--- config.mk ---
export PLATFORM = sky130hd
export DESIGN_NAME = jtag_tdr_bank_flat
export DESIGN_NICKNAME = d
export VERILOG_FILES = /design/src/rtl/jtag_tdr_bank_pkg.sv /design/src/rtl/jtag_tdr_bank_if.sv /design/src/rtl/jtag_tdr_bank_shifter.sv /design/src/rtl/jtag_tdr_bank.sv /design/src/flat_wrapper.sv
export SDC_FILE = /design/constraint.sdc
export NUM_CORES = 1
export LEC_CHECK = 0
export BUFFER_PORTS_ARGS = -buffer_cell sky130_fd_sc_hd__buf_2
export CAP_MARGIN = 20
export CORE_MARGIN = 5
export CORE_UTILIZATION = 51
export CTS_CLUSTER_DIAMETER = 150
export DETAILED_ROUTE_END_ITERATION = 7
export GPL_TIMING_DRIVEN = 1
export PLACE_DENSITY = 0.82
export SLEW_MARGIN = 20
export SYNTH_ARGS = -nofsm -noshare
export SYNTH_HDL_FRONTEND = slang
export SYNTH_HIERARCHICAL = 1
export SYNTH_SLANG_ARGS = --single-unit
--- constraint.sdc ---
create_clock -name tclk -period 4.95 [get_ports tclk]
set_input_delay 0.7425 -clock tclk [delete_from_list [all_inputs] [get_ports tclk]]
set_output_delay 0.7425 -clock tclk [all_outputs]
set_load 0.01 [all_outputs]
--- src/rtl/jtag_tdr_bank_pkg.sv ---
// Shared types and helpers for the JTAG test data register bank.
package jtag_tdr_pkg;

  // Scan phase as seen by this bank; only CAP/SHF may end in a commit.
  typedef enum logic [1:0] {
    ST_IDLE = 2'd0,
    ST_CAP  = 2'd1,
    ST_SHF  = 2'd2
  } tdr_state_e;

  // All registers read-write unless the instance overrides it.
  localparam logic [15:0] DEF_RO_MASK = 16'h0000;

  // The shift counter must hold REG_W+1 so a long scan stays distinguishable.
  function automatic int cnt_w(input int reg_w);
    return $clog2(reg_w + 2);
  endfunction

endpackage

--- src/rtl/jtag_tdr_bank_if.sv ---
// TAP-side DR control and serial path of the register bank.
interface jtag_tdr_bank_if #(
  parameter int SEL_W = 2
);
  logic             shift_dr_i;
  logic             capture_dr_i;
  logic             update_dr_i;
  logic             tdr_sel_i;
  logic [SEL_W-1:0] reg_sel_i;
  logic             tdi_i;
  logic             tdo_o;

  modport master (
    output shift_dr_i, capture_dr_i, update_dr_i, tdr_sel_i, reg_sel_i, tdi_i,
    input  tdo_o
  );

  modport slave (
    input  shift_dr_i, capture_dr_i, update_dr_i, tdr_sel_i, reg_sel_i, tdi_i,
    output tdo_o
  );
endinterface

--- src/rtl/jtag_tdr_bank_shifter.sv ---
// Shared DR shift path: shift register, scan-length counter, negedge TDO.
module jtag_tdr_shifter
  import jtag_tdr_pkg::*;
#(
  parameter int REG_W = 32,
  parameter int CW    = cnt_w(REG_W)
) (
  input  logic             tclk,
  input  logic             test_logic_reset_i,
  input  logic             tdr_sel,
  input  logic             capture,
  input  logic             shift,
  input  logic [REG_W-1:0] cap_val,
  input  logic             tdi,
  output logic [REG_W-1:0] shift_q,
  output logic [CW-1:0]    bit_cnt,
  output logic             tdo
);

  // Load on capture, shift LSB-first; counter saturates one past REG_W.
  always_ff @(posedge tclk or posedge test_logic_reset_i) begin
    if (test_logic_reset_i) begin
      shift_q <= '0;
      bit_cnt <= '0;
    end else if (tdr_sel && capture) begin
      shift_q <= cap_val;
      bit_cnt <= '0;
    end else if (tdr_sel && shift) begin
      shift_q <= {tdi, shift_q[REG_W-1:1]};
      if (bit_cnt != CW'(REG_W + 1)) bit_cnt <= bit_cnt + 1'b1;
    end
  end

  // TDO retimed to the falling edge; holds while the bank is not selected.
  always_ff @(negedge tclk or posedge test_logic_reset_i) begin
    if (test_logic_reset_i) tdo <= 1'b0;
    else if (tdr_sel)       tdo <= shift_q[0];
  end

endmodule

--- src/rtl/jtag_tdr_bank.sv ---
// Bank of NUM_REGS test data registers behind one DR shift path.
// Register select is latched at capture; commits need an exact-length scan
// with the MSB write flag set, an in-range select and a read-write target.
module jtag_tdr_bank
  import jtag_tdr_pkg::*;
#(
  parameter int                  NUM_REGS = 4,
  parameter int                  REG_W    = 32,
  parameter logic [NUM_REGS-1:0] RO_MASK  = DEF_RO_MASK[NUM_REGS-1:0],
  parameter int                  SEL_W    = (NUM_REGS > 1) ? $clog2(NUM_REGS) : 1
) (
  input  logic                      tclk,
  input  logic                      test_logic_reset_i,
  jtag_tdr_bank_if.slave            tap,
  input  logic [NUM_REGS*REG_W-1:0] cap_i,
  output logic [NUM_REGS*REG_W-1:0] cfg_o,
  output logic [NUM_REGS-1:0]       upd_o,
  output logic                      len_err_o,
  output logic                      sel_err_o
);

  localparam int CW = cnt_w(REG_W);

  logic [NUM_REGS-1:0][REG_W-1:0] cfg_q;
  logic [NUM_REGS-1:0][REG_W-1:0] cap_arr;
  logic [REG_W-1:0]               cap_val;
  logic [REG_W-1:0]               shift_q;
  logic [CW-1:0]                  bit_cnt;
  logic [SEL_W-1:0]               sel_q;
  logic [NUM_REGS-1:0]            commit_oh;
  tdr_state_e                     state;
  logic                           cap_fire, shf_fire, upd_fire, scan_act, commit_rdy;

  assign cap_arr  = cap_i;
  assign cfg_o    = cfg_q;
  assign cap_fire = tap.tdr_sel_i & tap.capture_dr_i;
  assign shf_fire = tap.tdr_sel_i & tap.shift_dr_i;
  assign upd_fire = tap.tdr_sel_i & tap.update_dr_i;
  assign scan_act = (state != ST_IDLE);
  assign commit_rdy = upd_fire && scan_act && (bit_cnt == CW'(REG_W)) && shift_q[REG_W-1];

  // Capture source and commit target; an out-of-range index matches no slot,
  // so it captures zeros and never commits.
  always_comb begin
    cap_val   = '0;
    commit_oh = '0;
    for (int k = 0; k < NUM_REGS; k++) begin
      if (tap.reg_sel_i == SEL_W'(k)) cap_val = RO_MASK[k] ? cap_arr[k] : cfg_q[k];
      if (sel_q == SEL_W'(k) && !RO_MASK[k]) commit_oh[k] = commit_rdy;
    end
  end

  jtag_tdr_shifter #(.REG_W(REG_W), .CW(CW)) u_shf (
    .tclk               (tclk),
    .test_logic_reset_i (test_logic_reset_i),
    .tdr_sel            (tap.tdr_sel_i),
    .capture            (tap.capture_dr_i),
    .shift              (tap.shift_dr_i),
    .cap_val            (cap_val),
    .tdi                (tap.tdi_i),
    .shift_q            (shift_q),
    .bit_cnt            (bit_cnt),
    .tdo                (tap.tdo_o)
  );

  // Scan phase tracking; deselect abandons the scan in progress.
  always_ff @(posedge tclk or posedge test_logic_reset_i) begin
    if (test_logic_reset_i)        state <= ST_IDLE;
    else if (!tap.tdr_sel_i)       state <= ST_IDLE;
    else if (cap_fire)             state <= ST_CAP;
    else if (shf_fire && scan_act) state <= ST_SHF;
    else if (upd_fire)             state <= ST_IDLE;
  end

  // Select latch and error flags, refreshed at capture.
  always_ff @(posedge tclk or posedge test_logic_reset_i) begin
    if (test_logic_reset_i) begin
      sel_q     <= '0;
      sel_err_o <= 1'b0;
      len_err_o <= 1'b0;
    end else if (cap_fire) begin
      sel_q     <= tap.reg_sel_i;
      sel_err_o <= (32'(tap.reg_sel_i) >= NUM_REGS);
      len_err_o <= 1'b0;
    end else if (upd_fire && scan_act && bit_cnt != CW'(REG_W)) begin
      len_err_o <= 1'b1;
    end
  end

  // Commit into the register file; the write flag itself is never stored.
  always_ff @(posedge tclk or posedge test_logic_reset_i) begin
    if (test_logic_reset_i) begin
      cfg_q <= '0;
      upd_o <= '0;
    end else begin
      upd_o <= commit_oh;
      for (int k = 0; k < NUM_REGS; k++)
        if (commit_oh[k]) cfg_q[k] <= {1'b0, shift_q[REG_W-2:0]};
    end
  end

endmodule

--- src/flat_wrapper.sv ---
// flat-port wrapper written by rule: the top's interface ports become plain ports
module jtag_tdr_bank_flat import jtag_tdr_pkg::*;
#(
  parameter int                  NUM_REGS = 4,
  parameter int                  REG_W    = 32,
  parameter logic [NUM_REGS-1:0] RO_MASK  = DEF_RO_MASK[NUM_REGS-1:0],
  parameter int                  SEL_W    = (NUM_REGS > 1) ? $clog2(NUM_REGS) : 1
)
  (tclk, test_logic_reset_i, cap_i, cfg_o, upd_o, len_err_o, sel_err_o, tap_shift_dr_i, tap_capture_dr_i, tap_update_dr_i, tap_tdr_sel_i, tap_reg_sel_i, tap_tdi_i, tap_tdo_o);
  jtag_tdr_bank_if #(.SEL_W(SEL_W)) tap_i ();
  input  logic tclk;
  input  logic test_logic_reset_i;
  input  logic [NUM_REGS*REG_W-1:0] cap_i;
  output logic [NUM_REGS*REG_W-1:0] cfg_o;
  output logic [NUM_REGS-1:0] upd_o;
  output logic len_err_o;
  output logic sel_err_o;
  input wire logic [$bits(tap_i.shift_dr_i)-1:0] tap_shift_dr_i;
  input wire logic [$bits(tap_i.capture_dr_i)-1:0] tap_capture_dr_i;
  input wire logic [$bits(tap_i.update_dr_i)-1:0] tap_update_dr_i;
  input wire logic [$bits(tap_i.tdr_sel_i)-1:0] tap_tdr_sel_i;
  input wire logic [$bits(tap_i.reg_sel_i)-1:0] tap_reg_sel_i;
  input wire logic [$bits(tap_i.tdi_i)-1:0] tap_tdi_i;
  output wire logic [$bits(tap_i.tdo_o)-1:0] tap_tdo_o;
  assign tap_i.shift_dr_i = tap_shift_dr_i;
  assign tap_i.capture_dr_i = tap_capture_dr_i;
  assign tap_i.update_dr_i = tap_update_dr_i;
  assign tap_i.tdr_sel_i = tap_tdr_sel_i;
  assign tap_i.reg_sel_i = tap_reg_sel_i;
  assign tap_i.tdi_i = tap_tdi_i;
  assign tap_tdo_o = tap_i.tdo_o;
  jtag_tdr_bank #(.NUM_REGS(NUM_REGS), .REG_W(REG_W), .RO_MASK(RO_MASK), .SEL_W(SEL_W)) u_core (.tclk(tclk), .test_logic_reset_i(test_logic_reset_i), .tap(tap_i), .cap_i(cap_i), .cfg_o(cfg_o), .upd_o(upd_o), .len_err_o(len_err_o), .sel_err_o(sel_err_o));
endmodule
**Word level (Yosys, flattened, before mapping)**

Cells that the tools add are included.

- Register bits: 172
- Bits of input ports: 137
- Output and inout bits: 135
- Word-level logic and storage cells: 58

- Equality and inequality tests: 10
- Reductions and logical operators: 14
- Bitwise logic cells: 3
- Multiplexer cells: 19
- $add $sub $neg: 1

Operators by type and width:

| kind | count |
|---|---|
| 32-bit 2-to-1 mux | 5 |
| 31-bit 2-to-1 mux | 1 |
| 6-bit 2-to-1 mux | 3 |
| 6-bit != test (second input constant) | 2 |
| 2-bit equality test (second input constant) | 4 |
| 2-bit 2-to-1 mux | 4 |
| 2-bit nonzero test | 4 |
| 1-bit logical AND | 7 |
| 6-bit by 1-bit adder with 6-bit output (second input constant) | 1 |
| 6-bit equality test (second input constant) | 1 |
| 1-bit 2-to-1 mux | 6 |
| 2-bit by 1-bit equality test with 1-bit output (second input constant) | 2 |
| 2-bit logical NOT | 2 |
| 4-bit by 1-bit != test with 1-bit output (second input constant) | 1 |
| 1-bit bitwise AND | 3 |
| 2-bit AND reduction | 1 |

**Depth between registers and ports, before layout**

- Depth in word-level cells: 6
- Depth in mapped cells: 6
- Depth with buffers taken out: 5

**By module**

The synthesis kept the hierarchy.

Modules (own cells, without submodules):

| module | cells each | instances | sequential area each (um^2) | area each (um^2) |
|---|---|---|---|---|
| jtag_tdr_bank | 343 | 1 | 3328.2 | 6135.9 |
| jtag_tdr_shifter | 184 | 1 | 975.9 | 1928.1 |

==> flow_summary.ini <==
[global_routing]
track_usage_pct = 21.8
grt_overflow_total = 0
grt_pass1_wl_um = 30500
grt_pass1_vias = 5356
grt_max_degree = 85
grt_antenna_before_repair = 1

[logic_synthesis]
syn_area_per_cell_um2 = 15.3
synthTopCellsByArea = dfrtp_1, mux2_4, mux4_2
synth_area_um2 = 8060
yosys-top-cells-count = dfrtp_1, mux2_4, mux2_1
async_reset_ff_share_pct = 100
ys_warn_count = 6
synth-compound-area-share_pct = 4.00
synth_xor_area_share_pct = 0
yosys.area_share.simple_pct = 4.00
yosys_register_bits = 172
synth_edf_count = 0
synth_cell_type_count = 47
yosys.area.top_type = dfrtp_1
synth_seq_area_share_pct = 53.4
netlist_instances = 527
synth_top_cell_area_share_pct = 53.1
synthMuxAreaShare_pct = 34.4
synthAdderAreaFrac_pct = 0.310
synth_top_family_by_area = multiplexers
yosysMostFrequentCell = dfrtp_1
synth_flop_cell = dfrtp_1

[cts]
post_cts_buffers = 0
cts_hold_buf = 0
numCtsBuffers = 17
cts_tree = built
numClockSinks = 172
h-tree-depth = 4
path_clk_slew_ns = 0.05
clock_path_buffers = 2
post_cts_resize_count = 0
cts_root_buf = clkbuf_16
clk_latency_ns = 0.42

[placed_design]
place_ws_ns = 0.938
gp_congestion = 0.792
dp.final_hpwl_um = 12200
io_buffers = 138

[power_and_ir_drop]
p_sw_w = 0.000670
combPwrFrac_pct = 4.7
power_w = 0.00291
vdd_drop_max_v = 0.000230
clockPowerShare_pct = 45.6
power_density_nw_per_um2 = 308
power.share.sequential_pct = 49.7
switching_share_pct = 23.0
p_leak_nw = 5.23
p_int_w = 0.00224

[min_path]
min_from = u_core/u_shf/tdo
whs_path_depth = 1
hold_class = flop to flop
worstHoldEndpoint = u_core/u_shf/tdo

[layout]
drive_gt1_share_pct = 46.8
nNetsFinal = 797
diodes = 0
fillCellCount = 1198
multiInputGateArea_um2 = 3480
register_area_um2 = 4300
areaGrowthSynthToFinish_pct = 17.3

[floorplanning]
initial_core_util_pct = 51.3
core_um2 = 15700
die_y_um = 136
die_x_um = 136
die_area_um2 = 18400
io-pin-count = 272
rows = 46

[drt]
wirelength_um = 19100
viasPerCell = 5.65
ant_nets = 0
drt_iter0_drc = 331
avgRoutedWirePerCell_um = 21.5
dr.pass1.iters = 5
drcViolationCount = 0
num_vias = 5011

[worst_setup_path]
worstSetupStartpointType = flop
critPathBufInv = 1
critPathMaxStageDelay_ns = 0.42
end_kind = output port
r2r-start = u_core/u_shf/shift_q[0]
critPathKind = flop to output port
cp_data_required_time_ns = 4.21
r2r_cells = 1
cp_top_family = flip-flops
crit_chain = buf_2
r2r-end = u_core/u_shf/tdo
crit_path_max_fanout = 2
cp_slowest_cell = dfrtn_1
arrival_ns = 3.43
r2r_setup_slack_ns = 1.54

[sta]
relSlewSlack_pct = 35.9
tns_ns = 0
tightestPinTransition_ns = 0.961
worst_slack_ns = 0.774
setup_viol = 0
final-hold-violation-count = 0
hold_slack_ns = 0.477
drv_slew = 0
rsz0062_at_grt = false
finClkSkew_ns = 0.0214

[job]
maxCapViolations = 0

[status]
status = finished, final reports clean
[worst max path at each step]
stage | start | endpoint | slack (ns) | depth (start not counted)
CTS | u_core/u_shf/tdo | tap_tdo_o | 0.76 | 1
global route | u_core/u_shf/tdo | tap_tdo_o | 0.72 | 1
floorplan | test_logic_reset_i | u_core/cfg_o[0] | 0.65 | 1
global placement | tap_tdr_sel_i | u_core/u_shf/tdo | 0.95 | 2
detailed placement | tap_tdr_sel_i | u_core/u_shf/tdo | 0.94 | 2
finish | u_core/u_shf/tdo | tap_tdo_o | 0.77 | 1
[metal layers]
metal	global-route usage, %	wire length (µm)
met5	0	9
met4	6.22	282
met3	8.10	1840
met2	34.7	9020
met1	28.2	7960
[layout by cell type (no fill, tap or decap), types with 9 or more instances in the layout]
master     instances
mux2_1            37
clkbuf_16         17
mux2i_1           32
dfrtp_1          171
buf_2            138
nand2_1           36
o21ai_1            9
mux4_2            31
o21ai_0           27
mux2_4            87
[final cells by class]
cell class,instances,share of cell area (%)
Clock buffer,21,4.87
Clock inverter,11,1.42
Inverter,8,0.370
Multi-Input combinational cell,312,36.8
Sequential cell,172,45.5
Tap cell,216,2.86
Timing Repair Buffer,147,8.19
[power groups by stage]
| stage | Combinational (W) | Sequential [W] | Clock [W] |
|---|---|---|---|
| finish | 0.000137 | 0.00145 | 0.00133 |
| global route | 0.000153 | 0.00145 | 0.00142 |
| CTS | 0.000139 | 0.00145 | 0.00135 |
| detailed placement | 0.000138 | 0.00147 | 0 |
| global placement | 0.000133 | 0.00147 | 0 |
| floorplan | 0.000108 | 0.00147 | 0 |
[cell families (layout without fill, tap and decap cells)]
family	Yosys count	in the layout
AO/OA/AOI/OAI	53	53
adder cells (fa/ha/maj)	2	2
buffers and inverters	48	187
flip-flops	172	172
multiplexers	190	190
other	1	6
AND/OR/NAND/NOR	61	61
[through the flow]
stage | area, µm² | utilization, % | std cells
finish | 9460 | 60.2 | 887
global route | 9460 | 60.2 | 887
CTS | 9460 | 60.2 | 887
detailed placement | 8860 | 56.4 | 855
global placement | 8850 | 56.3 | 854
floorplan | 8080 | - | 532
[state kept, by name, indices dropped and copies added, names as in the netlist]
name                  flops
u_core/state              2
u_core/sel_q              2
u_core/u_shf/shift_q     32
u_core/cfg_o            124
u_core/len_err_o          1
u_core/upd_o              4
u_core/u_shf/tdo          1
u_core/u_shf/bit_cnt      6
Power figures use the tool's default switching activity.
